`src/rtl/cp0_pkg.sv`:
```
// Shared CP0 constants: register numbers, SR/Cause field positions, exception codes,
// and the exception-level state type.
package cp0_pkg;

  localparam logic [4:0] EXC_NONE = 5'd31;
  localparam logic [4:0] EXC_INT  = 5'd0;
  localparam logic [4:0] EXC_ADEL = 5'd4;
  localparam logic [4:0] EXC_ADES = 5'd5;
  localparam logic [4:0] EXC_SYS  = 5'd8;
  localparam logic [4:0] EXC_BP   = 5'd9;
  localparam logic [4:0] EXC_RI   = 5'd10;
  localparam logic [4:0] EXC_OV   = 5'd12;

  localparam logic [4:0] ADDR_SR    = 5'd12;
  localparam logic [4:0] ADDR_CAUSE = 5'd13;
  localparam logic [4:0] ADDR_EPC   = 5'd14;
  localparam logic [4:0] ADDR_PRID  = 5'd15;

  localparam int SR_IE        = 0;
  localparam int SR_EXL       = 1;
  localparam int SR_IM_LO     = 10;
  localparam int SR_IM_HI     = 15;
  localparam int CAUSE_EXC_LO = 2;
  localparam int CAUSE_EXC_HI = 6;
  localparam int CAUSE_IP_LO  = 10;
  localparam int CAUSE_IP_HI  = 15;
  localparam int CAUSE_BD     = 31;

  typedef enum logic {
    ST_NORMAL  = 1'b0,
    ST_HANDLER = 1'b1
  } cp0_state_e;

endpackage

```
`src/rtl/cp0_req_logic.sv`:
```
// Zero-latency interrupt/exception request arbitration; interrupts outrank exceptions.
module cp0_req_logic
  import cp0_pkg::*;
(
  input  logic       i_reset,
  input  logic [5:0] i_hw_int,
  input  logic [5:0] i_im,
  input  logic       i_ie,
  input  logic       i_exl,
  input  logic [4:0] i_exc_code,
  output logic       o_int_req,
  output logic       o_req
);

  logic w_int_req;
  logic w_exc_req;

  assign w_int_req = (|(i_hw_int & i_im)) & i_ie & ~i_exl;
  assign w_exc_req = (i_exc_code != EXC_NONE) & ~i_exl;

  // Nothing is taken while reset is held, whatever the inputs show.
  assign o_int_req = w_int_req & ~i_reset;
  assign o_req     = (w_int_req | w_exc_req) & ~i_reset;

endmodule

```
`src/rtl/cp0_ctrl.sv`:
```
// MIPS-style CP0 subset: SR, Cause, EPC, PRId with exception entry, eret and mtc0/mfc0.
module cp0_ctrl
  import cp0_pkg::*;
#(
  parameter logic [31:0] PRID = 32'h2023_0007
) (
  input  logic        clk,
  input  logic        reset,
  input  logic        en,
  input  logic [4:0]  addr,
  input  logic [31:0] data_in,
  output logic [31:0] data_out,
  input  logic [31:0] vpc,
  input  logic        bd_in,
  input  logic [4:0]  exc_code_in,
  input  logic [5:0]  hw_int,
  input  logic        exl_clr,
  output logic        req,
  output logic [31:0] epc_out
);

  cp0_state_e  r_state;
  cp0_state_e  w_state_next;
  logic [5:0]  r_im;
  logic        r_ie;
  logic        r_bd;
  logic [5:0]  r_ip;
  logic [4:0]  r_exc;
  logic [31:0] r_epc;

  logic        w_exl;
  logic        w_int_req;
  logic        w_req;
  logic        w_wr_sr;
  logic        w_wr_epc;
  logic [31:0] w_epc_src;
  logic [31:0] w_epc_entry;
  logic [31:0] w_epc_write;

  assign w_exl       = (r_state == ST_HANDLER);
  assign w_wr_sr     = en & ~w_req & (addr == ADDR_SR);
  assign w_wr_epc    = en & ~w_req & (addr == ADDR_EPC);
  assign w_epc_src   = bd_in ? (vpc - 32'd4) : vpc;
  assign w_epc_entry = w_epc_src & 32'hFFFF_FFFC;
  assign w_epc_write = data_in & 32'hFFFF_FFFC;

  cp0_req_logic u_req (
    .i_reset    (reset),
    .i_hw_int   (hw_int),
    .i_im       (r_im),
    .i_ie       (r_ie),
    .i_exl      (w_exl),
    .i_exc_code (exc_code_in),
    .o_int_req  (w_int_req),
    .o_req      (w_req)
  );

  // Exception-level state: entry beats eret, eret beats an mtc0 to SR.EXL.
  always_comb begin
    w_state_next = r_state;
    if (w_req) begin
      w_state_next = ST_HANDLER;
    end else if (exl_clr) begin
      w_state_next = ST_NORMAL;
    end else if (w_wr_sr) begin
      w_state_next = data_in[SR_EXL] ? ST_HANDLER : ST_NORMAL;
    end else begin
      w_state_next = r_state;
    end
  end

  // Exception-level state register.
  always_ff @(posedge clk) begin
    if (reset) begin
      r_state <= ST_NORMAL;
    end else begin
      r_state <= w_state_next;
    end
  end

  // SR/Cause/EPC register file.
  always_ff @(posedge clk) begin
    if (reset) begin
      r_im  <= 6'd0;
      r_ie  <= 1'b0;
      r_bd  <= 1'b0;
      r_ip  <= 6'd0;
      r_exc <= 5'd0;
      r_epc <= 32'd0;
    end else begin
      r_ip <= hw_int;
      if (w_req) begin
        r_exc <= w_int_req ? EXC_INT : exc_code_in;
        r_bd  <= bd_in;
        r_epc <= w_epc_entry;
      end else begin
        if (w_wr_sr) begin
          r_im <= data_in[SR_IM_HI:SR_IM_LO];
          r_ie <= data_in[SR_IE];
        end
        if (w_wr_epc) begin
          r_epc <= w_epc_write;
        end
      end
    end
  end

  // mfc0 read mux on pre-edge register values.
  always_comb begin
    data_out = 32'd0;
    case (addr)
      ADDR_SR:    data_out = {16'd0, r_im, 8'd0, w_exl, r_ie};
      ADDR_CAUSE: data_out = {r_bd, 15'd0, r_ip, 3'd0, r_exc, 2'd0};
      ADDR_EPC:   data_out = r_epc;
      ADDR_PRID:  data_out = PRID;
      default:    data_out = 32'd0;
    endcase
  end

  assign req     = w_req;
  assign epc_out = r_epc;

endmodule

```
`config.mk`:
```
export PLATFORM = sky130hd
export DESIGN_NAME = cp0_ctrl
export DESIGN_NICKNAME = d
export VERILOG_FILES = /design/src/rtl/cp0_pkg.sv /design/src/rtl/cp0_req_logic.sv /design/src/rtl/cp0_ctrl.sv
export SDC_FILE = /design/constraint.sdc
export NUM_CORES = 1
export LEC_CHECK = 0
export BUFFER_PORTS_ARGS = -buffer_cell sky130_fd_sc_hd__buf_2
export CAP_MARGIN = 30
export CORE_ASPECT_RATIO = 0.6
export CORE_MARGIN = 3
export CORE_UTILIZATION = 30
export CTS_CLUSTER_SIZE = 28
export DETAILED_ROUTE_END_ITERATION = 8
export PLACE_DENSITY = 0.66
export SYNTH_ARGS = -nofsm -noshare
export SYNTH_HDL_FRONTEND = slang
export SYNTH_SLANG_ARGS = --single-unit
```
`constraint.sdc`:
```
create_clock -name clk -period 2.41 [get_ports clk]
set_clock_uncertainty 0.1 [all_clocks]
set_input_delay 0.1205 -clock clk [delete_from_list [all_inputs] [get_ports clk]]
set_output_delay 0.1205 -clock clk [all_outputs]
set_load 0.01 [all_outputs]
```
# Yosys cells after proc, flatten, opt, wreduce, memory -nomap -nowiden
# Index checks and enable logic that the tools add are counted.
dict set report totals {
  reg_bits 50
  output_inout_bits 65
  elab_cells 39
}
dict set report classes {
  n_addsub 1
  n_eq_ne 5
  n_mux 9
  bitwise_logic 13
  n_reduce_logical 4
}
# op count
set ops {}
lappend ops {{$pmux 32 s4} 1}
lappend ops {{$mux 32} 3}
lappend ops {{$sub 32x3->32 const B} 1}
lappend ops {{$eq 5x4->1 const B} 4}
lappend ops {{$and 1x1->1} 8}
lappend ops {{$and 6x6->6} 1}
lappend ops {{$reduce_or 6->1} 1}
lappend ops {{$mux 5} 1}
lappend ops {{$ne 5x5->1 const B} 1}
lappend ops {{$mux 1} 4}
lappend ops {{$not 1->1} 3}
lappend ops {{$reduce_bool 3->1} 1}
lappend ops {{$reduce_and 2->1} 1}
lappend ops {{$reduce_bool 2->1} 1}
lappend ops {{$or 1x1->1} 1}

# Logic depth before layout (Yosys ltp)
dict set report depth {
  word_depth 12
  ltp_mapped 7
  mapped_depth_nobuf 6
}

# Hierarchy
# Synthesis repeated with hierarchy kept, for this count alone.
dict set report unflattened {
  hier_cells 425
  hier_area_um2 3320.7
}
# module n_inst cells_per_inst area_per_inst_um2 seq_area_each_um2
set modules_own_cells {}
lappend modules_own_cells {cp0_ctrl 1 416 3248.1 1001.0}
lappend modules_own_cells {cp0_req_logic 1 9 72.6 0.0}

# Least setup slack after synthesis
# No wires, ideal clock.
dict set report synth_path {
  path_kind {input port to flip-flop}
  from {input vpc[28]}
  to {register r_epc[31] (netlist: epc_out[31])}
  t_arrival_ns 1.746
  path_slack_ns 0.473
  stages 4
  path_buffers 0
  cell_sequence {or4_1 or4_1 or4_1 a311oi_1}
}
dict set report synth_via {
  elab_chain_len 3
}
# element line_no
set synth_rtl {}
lappend synth_rtl {{start, declared} cp0_ctrl.sv:13} ;# input logic [31:0] vpc,
lappend synth_rtl {{$sub 32x3->32} cp0_ctrl.sv:43} ;# assign w_epc_src = bd_in ? (vpc - 32'd4) : vpc;
lappend synth_rtl {{$mux 32} cp0_ctrl.sv:43}
lappend synth_rtl {{$mux 32} cp0_ctrl.sv:92} ;# if (w_req) begin
lappend synth_rtl {{end signal, assigned} cp0_ctrl.sv:95} ;# r_epc <= w_epc_entry;
lappend synth_rtl {{end signal, assigned} cp0_ctrl.sv:102} ;# r_epc <= w_epc_write;
lappend synth_rtl {{end, declared} cp0_ctrl.sv:29} ;# logic [31:0] r_epc;
# No other way between the ends.
# A chain may end at the register's enable or synchronous reset.

# Worst setup path in the final report
dict set report layout_path {
  from {input hw_int[2]}
  to {output req}
}
dict set report layout_via {
  elab_chain_len 6
}
# element line_no
set layout_rtl {}
lappend layout_rtl {{start, declared} cp0_ctrl.sv:16} ;# input logic [5:0] hw_int,
lappend layout_rtl {{$and 6x6->6} cp0_req_logic.sv:18} ;# assign w_int_req = (|(i_hw_int & i_im)) & i_ie & ~i_exl;
lappend layout_rtl {{$reduce_or 6->1} cp0_req_logic.sv:18}
lappend layout_rtl {{$and 1x1->1 (2 in series)} cp0_req_logic.sv:18}
lappend layout_rtl {{$or 1x1->1} cp0_req_logic.sv:23} ;# assign o_req = (w_int_req | w_exc_req) & ~i_reset;
lappend layout_rtl {{$and 1x1->1} cp0_req_logic.sv:23}
lappend layout_rtl {{end, declared} cp0_ctrl.sv:18} ;# output logic req,
# No other way between the ends.

==> summary.txt <==
Timing
  • Post-layout min period: 2.33 ns
  • RSZ-0062 raised after global routing: no
  • Worst-Margin Slew: slightly below 0.6 ns
  • Fin crit share: between 90% and 100%
  • Fin Hold WS: -0.00491 ns
  • Setup-failing EPs final: 0
  • Max-slew headroom: between 60% and 70%
  • Setup TNS: 0 ns
  • Max-slew violations: 0
  • Final Hold Violating Endpoints: 1
  • Maximum clock rate: 430 MHz

Critical path
  • Critical path's top delay family: buffers and inverters
  • Cell depth of the worst setup path: 7
  • Crit Path Max Fanout: 21
  • Reg2Reg Depth: 5
  • Worst Setup Start Kind: input port
  • CP bufs+invs: 4
  • Crit-path cells: dlygate4sd3_1 -> buf_2 -> a22oi_1 -> a31oi_2 -> or2_2 -> buf_12 -> buf_2
  • Worst EP arrival: around 2.1 ns
  • Worst path slowest cell: dlygate4sd3_1
  • CP dominant cell by count: buf_2
  • CP Class: in -> out
  • CP max stage delay: roughly 0.53 ns
  • Worst Path Required: around 2.2 ns
  • Worst Setup End Kind: output port

Yosys
  • Number of enable flip-flop cells after synthesis: 0
  • Syn Area/Cell: 8.28 um^2
  • Unique masters post-synth: 47
  • Yosys reg bits: 50
  • Synth Instances: just over 400
  • Ys Warns: 0
  • Post-synthesis sequential area ratio: between 20% and 30%
  • Ys flop type: dfxtp_1
  • Async set or reset register ratio after synthesis: 0%
  • Cell Area, Synth: ~0.0033 mm^2

Finish
  • Fillers: roughly 1100
  • Layout cells sized above 1: 33.6%
  • Layout area overhead: 34.6%
  • Antenna diodes: 0
  • Finished Layout Cells: approximately 680
  • Nets: between 600 and 700

Route
  • Residual DRC: 0
  • Routed wire per std cell: about 18 um
  • Vias per cell: roughly 5.6
  • DRT Wirelength: 12500 um
  • Routed vias: between 3000 and 4000
  • Detailed router's first-iteration violation count: between 150 and 200
  • 1st-pass router iterations: 4
  • Post-DRT Antenna Nets: 0

Placed design
  • Dpl hpwl: 9680 um
  • Post-Place Cells: between 600 and 700
  • Gp weighted congestion: 0.817
  • Buffers on Ports: 145

Die
  • Core Area: roughly 0.011 mm^2
  • Die area: roughly 0.012 mm^2
  • Ports: 150
  • Initial core utilization: 31.3%
  • Die X: roughly 140 um
  • Die Ht: a little under 90 um
  • Num rows: 29

Clocking
  • # clock sinks: 50
  • Root buf cell: clkbuf_16
  • H-tree depth: 2
  • CTS tree: built
  • Clock-pin transition on the worst setup and hold timing paths: 0.07 ns
  • CTS resizes: 0
  • Clock latency on the worst-skew pair: between 0.2 and 0.3 ns
  • Post-CTS Setup Inserts: 0
  • TritonCTS buffer count: 5
  • Max Root-Sink Buffers: 2

Min path
  • Hold path cells: 3
  • Hold WC Path Type: in -> reg

Pwr
  • Max VDD drop: 0.353 mV
  • Power Density: approximately 480 mW/mm^2
  • Leak: ~0.0020 uW

Run status
  • Failing checks: hold timing
  • Status: complete, but fails checks

Global route
  • Number of global-route vias before repair: between 3000 and 4000
  • Global Route Usage Sum: 19.1%
  • GRT overflow: 0
  • Global-route wire length before repair: about 19000 um
  • Largest net degree at the start of global routing: 54
  • Antenna violations before repair: 1

Job
  • Max-cap violations: 0
[where the power goes]
| part | internal (uW) | switching, uW | total, uW |
|---|---|---|---|
| clock | 444 | 326 | 770 |
| combinational | 204 | 262 | 466 |
| sequential | 885 | 45.3 | 930 |
[placed cells by master (no fill, tap or decap), types with 11 or more instances in the layout]
cell and instances:
a2111oi_0 30, a211oi_1 14, a21oi_1 11, a311oi_1 16, and3_1 45, buf_2 145, buf_4 16, dfxtp_1 50
mux2i_1 18, nand2_1 15, nand2b_1 15, nor2_1 36, o31ai_1 11, or4_1 17
[repair_timing]
item                       CTS  global route
hold buffers                10             0
hold endpoints to repair    10             0
setup endpoints to repair    0             0
[path summary, 6_finish.rpt]
kind | from | end | slack [ns]
max reg2reg | r_im[2] | epc_out[20] | 0.45
min | exc_code_in[2] | r_exc[2] | -0.005
min reg2reg | r_im[2] | r_im[2] | 0.40
max | hw_int[2] | req | 0.08
[Yosys cell counts, types with 2 or more instances]
cell	count	area, um^2
a2111oi_0	30	263
and3b_1	2	17.5
nand4b_1	2	17.5
o21ai_0	6	30.0
mux2i_1	18	180
nand2_1	15	56.3
nor2b_1	8	50.1
nand2b_1	15	93.8
inv_1	4	15.0
or4b_1	2	20.0
buf_4	2	15.0
nor2_1	36	135
xnor2_1	4	35.0
nor4_1	3	18.8
o31ai_1	11	82.6
nand3_1	3	15.0
a22oi_1	8	60.1
nor3_1	4	20.0
a21oi_1	11	55.1
a311oi_1	17	149
a211oi_1	14	105
buf_2	3	15.0
a31o_2	2	17.5
or3_1	6	37.5
and3_1	45	282
nand4_1	5	31.3
clkbuf_1	34	128
or4_1	17	128
xor2_1	9	78.8
dfxtp_1	50	1000
or2_2	2	12.5
[cell families after synthesis]
logic type      count (synthesis)  synth area share, %
compound gates                102                 23.5
flops                          50                 29.9
buf+inv                        45                 5.61
simple gates                  174                 31.7
other cells                     1                0.112
mux                            18                 5.39
xor+xnor                       13                 3.40
fa+ha+maj                       1                0.374
[per-layer routing]
metal | wire length, um | share of wire (%) | vias up | global-route usage (%)
li1 | - | - | 1851 | -
met1 | 6100 | 49 | 1830 | 28.2
met2 | 5170 | 41 | 162 | 28.5
met3 | 1100 | 8.8 | 9 | 4.96
met4 | 95 | 0.76 | 2 | 2.67
met5 | 13 | 0.10 | - | 0
[metrics by stage]
stage | power (uW) | area, um^2 | setup slack, ns | utilization, % | hold WS (ns)
2_1_floorplan | 1170 | 3350 | 0.473 | - | 0.149
3_3_place_gp | 1390 | 4240 | 0.256 | 39.6 | 0.249
3_5_place_dp | 1400 | 4240 | 0.186 | 39.6 | 0.257
4_1_cts | 2180 | 4500 | 0.0945 | 42.1 | 0.00195
5_1_grt | 2270 | 4500 | 0.0169 | 42.1 | 0.00736
6_report | 2170 | 4500 | 0.0820 | 42.1 | -0.00491
[worst reg2reg max path, delay by kind of cell (launching register included)]
kind / cells / cell delay [ns]
compound gates: 3 / 0.75
buf+inv: 1 / 0.22
simple gates: 1 / 0.46
flops: 1 / 0.33
[area by class of cell]
cell class / count / area [um^2] / share of cell area (%)
well taps: 139 / 174 / 3.86
inverters: 4 / 15.0 / 0.334
flip-flops and latches: 50 / 1000 / 22.2
repair buffers: 172 / 966 / 21.5
clock buffers: 7 / 153 / 3.39
clock inverters: 1 / 8.76 / 0.195
multi-input cells: 310 / 2180 / 48.5
[flip-flops by register name, indices dropped and copies added, names as in the netlist]
signal,cells
epc_out,30
r_bd,1
r_exc,5
r_ie,1
r_im,6
r_ip,6
r_state,1
(Power assumes the default switching activity.)
